### src/rtl/ram_loader.sv
// Programs the 16-byte SAP RAM through its programming-mode port from a byte stream,
// then optionally reads every written location back and flags the first mismatch.
module ram_loader #(
    parameter int ADDR_WIDTH   = 4,
    parameter int DATA_WIDTH   = 8,
    parameter int SETUP_CYCLES = 1,
    parameter int PULSE_CYCLES = 2,
    parameter int HOLD_CYCLES  = 1,
    parameter int VERIFY       = 1
) (
    input  logic                  clk,
    input  logic                  clear,
    input  logic                  start,
    input  logic [ADDR_WIDTH-1:0] last_addr,
    input  logic [DATA_WIDTH-1:0] in_data,
    input  logic                  in_valid,
    output logic                  in_ready,
    output logic                  prog_mode,
    output logic [ADDR_WIDTH-1:0] prog_addr,
    output logic                  prog_addr_load,
    output logic [DATA_WIDTH-1:0] prog_data,
    output logic                  prog_we,
    output logic                  ram_oe,
    input  logic [DATA_WIDTH-1:0] ram_rdata,
    output logic                  busy,
    output logic                  done,
    output logic                  error,
    output logic [ADDR_WIDTH-1:0] err_addr
);

    typedef enum logic [2:0] {
        S_IDLE,
        S_WAIT_BYTE,
        S_W_SETUP,
        S_W_PULSE,
        S_W_HOLD,
        S_V_SETUP,
        S_V_CHECK,
        S_DONE
    } state_t;

    localparam int DEPTH = 1 << ADDR_WIDTH;
    localparam int CNT_W = 8;
    localparam logic [CNT_W-1:0] SETUP_LAST = CNT_W'(SETUP_CYCLES - 1);
    localparam logic [CNT_W-1:0] PULSE_LAST = CNT_W'(PULSE_CYCLES - 1);
    localparam logic [CNT_W-1:0] HOLD_LAST  = CNT_W'(HOLD_CYCLES - 1);

    state_t                state_q, state_d;
    logic [ADDR_WIDTH-1:0] addr_q, addr_d;
    logic [ADDR_WIDTH-1:0] last_q, last_d;
    logic [CNT_W-1:0]      cnt_q, cnt_d;
    logic [DATA_WIDTH-1:0] prog_data_q, prog_data_d;
    logic                  error_q, error_d;
    logic [ADDR_WIDTH-1:0] err_addr_q, err_addr_d;

    // Copy of what was written, used as the reference during read-back.
    logic [DATA_WIDTH-1:0] shadow_q [DEPTH];
    logic                  shadow_we;
    logic                  mismatch;

    assign mismatch = (ram_rdata != shadow_q[addr_q]);

    always_comb begin
        state_d     = state_q;
        addr_d      = addr_q;
        last_d      = last_q;
        cnt_d       = cnt_q;
        prog_data_d = prog_data_q;
        error_d     = error_q;
        err_addr_d  = err_addr_q;
        shadow_we   = 1'b0;

        case (state_q)
            S_IDLE, S_DONE: begin
                if (start) begin
                    last_d     = last_addr;
                    addr_d     = '0;
                    cnt_d      = '0;
                    error_d    = 1'b0;
                    err_addr_d = '0;
                    state_d    = S_WAIT_BYTE;
                end
            end
            S_WAIT_BYTE: begin
                if (in_valid) begin
                    prog_data_d = in_data;
                    shadow_we   = 1'b1;
                    cnt_d       = '0;
                    state_d     = S_W_SETUP;
                end
            end
            S_W_SETUP: begin
                if (cnt_q == SETUP_LAST) begin
                    cnt_d   = '0;
                    state_d = S_W_PULSE;
                end else begin
                    cnt_d = cnt_q + CNT_W'(1);
                end
            end
            S_W_PULSE: begin
                if (cnt_q == PULSE_LAST) begin
                    cnt_d   = '0;
                    state_d = S_W_HOLD;
                end else begin
                    cnt_d = cnt_q + CNT_W'(1);
                end
            end
            S_W_HOLD: begin
                if (cnt_q == HOLD_LAST) begin
                    cnt_d = '0;
                    // The pass ends exactly at last_addr, so the counter never wraps.
                    if (addr_q == last_q) begin
                        if (VERIFY != 0) begin
                            addr_d  = '0;
                            state_d = S_V_SETUP;
                        end else begin
                            state_d = S_DONE;
                        end
                    end else begin
                        addr_d  = addr_q + ADDR_WIDTH'(1);
                        state_d = S_WAIT_BYTE;
                    end
                end else begin
                    cnt_d = cnt_q + CNT_W'(1);
                end
            end
            S_V_SETUP: begin
                if (cnt_q == SETUP_LAST) begin
                    cnt_d   = '0;
                    state_d = S_V_CHECK;
                end else begin
                    cnt_d = cnt_q + CNT_W'(1);
                end
            end
            S_V_CHECK: begin
                if (mismatch && !error_q) begin
                    error_d    = 1'b1;
                    err_addr_d = addr_q;
                end
                if (addr_q == last_q) begin
                    state_d = S_DONE;
                end else begin
                    addr_d  = addr_q + ADDR_WIDTH'(1);
                    state_d = S_V_SETUP;
                end
            end
            default: state_d = S_IDLE;
        endcase
    end

    always_ff @(posedge clk) begin
        if (clear) begin
            state_q     <= S_IDLE;
            addr_q      <= '0;
            last_q      <= '0;
            cnt_q       <= '0;
            prog_data_q <= '0;
            error_q     <= 1'b0;
            err_addr_q  <= '0;
        end else begin
            state_q     <= state_d;
            addr_q      <= addr_d;
            last_q      <= last_d;
            cnt_q       <= cnt_d;
            prog_data_q <= prog_data_d;
            error_q     <= error_d;
            err_addr_q  <= err_addr_d;
        end
    end

    always_ff @(posedge clk) begin
        if (shadow_we) begin
            shadow_q[addr_q] <= in_data;
        end
    end

    // All strobes decode from the registered state, so clear drops them on its own edge.
    assign busy           = (state_q != S_IDLE) && (state_q != S_DONE);
    assign prog_mode      = busy;
    assign done           = (state_q == S_DONE);
    assign in_ready       = (state_q == S_WAIT_BYTE);
    assign prog_we        = (state_q == S_W_PULSE);
    assign ram_oe         = (state_q == S_V_SETUP) || (state_q == S_V_CHECK);
    assign prog_addr_load = ((state_q == S_W_SETUP) || (state_q == S_V_SETUP)) && (cnt_q == '0);
    assign prog_addr      = addr_q;
    assign prog_data      = prog_data_q;
    assign error          = error_q;
    assign err_addr       = err_addr_q;

endmodule

### config.mk
export PLATFORM = sky130hd
export DESIGN_NAME = ram_loader
export DESIGN_NICKNAME = d
export VERILOG_FILES = /design/src/rtl/ram_loader.sv
export SDC_FILE = /design/constraint.sdc
export NUM_CORES = 1
export LEC_CHECK = 0
export BUFFER_PORTS_ARGS = -buffer_cell sky130_fd_sc_hd__buf_2
export CORE_UTILIZATION = 40
export CTS_BUF_LIST = sky130_fd_sc_hd__clkbuf_16
export CTS_CLUSTER_SIZE = 24
export DETAILED_ROUTE_END_ITERATION = 7
export HOLD_SLACK_MARGIN = 0.15
export PLACE_DENSITY = 0.62
export SLEW_MARGIN = 20
export SYNTH_ARGS = -nofsm -noshare
export SYNTH_HDL_FRONTEND = slang
export SYNTH_SLANG_ARGS = --single-unit
### constraint.sdc
create_clock -name clk -period 7.1 [get_ports clk]
set_clock_uncertainty 0.1 [all_clocks]
set_input_delay 0.71 -clock clk [delete_from_list [all_inputs] [get_ports clk]]
set_output_delay 0.71 -clock clk [all_outputs]
set_load 0.02 [all_outputs]
==> flow_metrics.tcl <==
set metrics [dict create \
    hold_viol_final 0 \
    synth_edf_count 128 \
    busiest_layer "met2" \
    tns_ps 0 \
    firstDrtPassIters 5 \
    slew_headroom_pct 36.65 \
    use_met1_pct 23.74 \
    cp.required_ps 7040 \
    drt-wirelength-per-cell_microns 20.50 \
    power.density_nw_per_um2 293.6 \
    place_area_sq_um 7288 \
    synth_warnings 0 \
    grt_max_degree 31 \
    num-nets-final 523 \
    cts-buffers-inserted 17 \
    multi_input_area_sq_um 2142 \
    critPathArrivalTime_ps 2940 \
    cts_setup_buffers 0 \
    cap_violations 0 \
    crit_buf_inv 1 \
    drc 0 \
    critPathLaunchType "flop" \
    period_share_pct 42.15 \
    ant_nets 0 \
    final_area_sq_um 7819 \
    gr-total-overflow 0 \
    critPathTopFamily "simple AND/OR/NAND/NOR gates" \
    period_needed_ps 2993 \
    setup_viol 0 \
    rows 47 \
    path_class "reg -> reg" \
    hold_buffers 0 \
    status "finished clean" \
    critPathMaxFanout 20 \
    syn_inst 445 \
    drive_above_1_share_pct 22.57 \
    regToRegSetupSlack_ps 4110 \
    synth_area_leader_cell "edfxtp_1" \
    antenna_found_initial 0 \
    seqCellArea_sq_um 4564 \
    post-synth-top-count-cell "edfxtp_1" \
    drv_slew 0 \
    port_buffers 47 \
    syn_area_per_cell_sq_um 15.38 \
    path_cells "or3b_2 > inv_1 > and2_1 > nand3_1 > nor2_1" \
    viasPerCell 5.407 \
    cts-root-buf "clkbuf_16" \
    antenna_cells 0 \
    core_region_area_sq_um 16640 \
    yosysSeqAreaShare_pct 66.70 \
    dieHeight_microns 132.8 \
    tightestPinTransition_ps 942.5 \
    clock_sinks 164 \
    grt_use_met3_pct 5.096 \
    cts_resized 0 \
    grt_usage_pct 17.97 \
    synth_nets 476 \
    cts_buffer_depth 2 \
    grt_pass1_wl_mm 22.78 \
    synthArstFlopShare_pct 0 \
    die_x_microns 132.8 \
    fillers 1468 \
    clock.fmax_ghz 0.3342 \
    met2_usage_pct 28.04 \
    syn2layout_area_growth_pct 14.26 \
    synth_cell_types 44 \
    syn_area_sq_um 6843 \
    dieArea_sq_um 17630 \
    grt_pass1_vias 3870 \
    leakage_uw 0.002674 \
    slowest_stage "dfxtp_1" \
    drt_iter0_markers 327 \
    hp-class "reg -> reg" \
    start_util_pct 41.12 \
    end_kind "flop" \
    synth_top_flop_cell "edfxtp_1" \
    dp_hpwl_mm 10.21 \
    ys_ff_latch 164 \
    io_pins 48 \
    ir_worst_vdd_mv 0.1780 \
    wirelength_mm 14.86 \
    synth_top_area_share_pct 56.17 \
    vias 3920 \
    slowest_delay_ps 690 \
    place.gp.congestion 0.8664 \
    htreeDepth 4 \
    insertion_delay_ps 420 \
    synth_area_leaders "edfxtp_1, dfxtp_1, mux4_2" \
    clk_pin_slew_worst_paths_ps 60 \
    yosys-top-cells-count "edfxtp_1, dfxtp_1, nand2_1" \
    cts_tree "yes" \
    rsz0062_at_grt "false" \
]
[registers in the layout, indices dropped and copies added, names as in the netlist, named ones only]
register,flops
shadow_q,128
cnt_q,8
prog_data,8
err_addr,4
last_q,4
prog_addr,4
state_q,3
error,1
[worst register-to-register path, cell delays in order (launching register included)]
cell and delay, ps:
dfxtp_1 690, or3b_2 530, inv_1 110, and2_1 320, nand3_1 230, nor2_1 620
[final timing paths]
check | startpoint | to | cells after the start
min | prog_data[7] | prog_data[7] | 2
max | state_q[0] | shadow_q[14][7] | 5
min reg2reg | prog_data[7] | prog_data[7] | 2
max reg2reg | state_q[0] | shadow_q[14][7] | 5
[final cells by class]
class	instances	area share [%]
Clock buffer	17	5.441
Inverter	13	0.6241
Tap cell	220	3.521
Timing Repair Buffer	50	3.297
Multi-Input combinational cell	246	27.40
Sequential cell	164	58.38
Clock inverter	15	1.344
[power breakdown]
part           internal, uW  leakage, uW  switching, uW
Combinational           153     0.000950            229
Clock                   471     0.000280            345
Sequential             1060      0.00144           33.9
Total                  1690      0.00267            608
[stage by stage]
stage / total power (uW) / setup WS (ps) / cells / util (%) / hold slack (ps)
floorplan: 1396 / 4435 / 445 / - / 379.1
global placement: 1492 / 4256 / 693 / 43.79 / 343.7
detailed placement: 1499 / 4117 / 693 / 43.79 / 344.1
CTS: 2314 / 4103 / 725 / 46.98 / 359.3
global route: 2390 / 3805 / 725 / 46.98 / 384.1
finish: 2296 / 4107 / 725 / 46.98 / 354.6
[cells in the final DEF (no fill, tap or decap), drive strengths merged, types with 9 or more instances in the layout]
master,synthesis,layout
xor2,24,24
xnor2,9,9
buf,11,50
clkbuf,11,17
nand2,34,34
mux4,30,30
dfxtp,36,36
mux2i,26,26
nand3,12,12
nor2,26,26
a21oi,18,18
inv,13,19
edfxtp,128,128
[cells by family after synthesis]
group	share of synthesized area (%)
muxes	13.79
DFF	66.70
AOI/OAI and AO/OA	3.840
adders and majority gates	1.280
buffers and inverters	2.359
xor gates and xnor gates	4.224
and+or+nand+nor	7.808
[routing by layer]
metal | vias up | wire [microns] | share of wire [%]
li1 | 1787 | - | -
met4 | 0 | 352 | 2.4
met2 | 165 | 7010 | 47
met5 | - | 0 | 0
met1 | 1941 | 6409 | 43
met3 | 27 | 1086 | 7.3
Note: power is estimated with default switching activity, not from simulation.
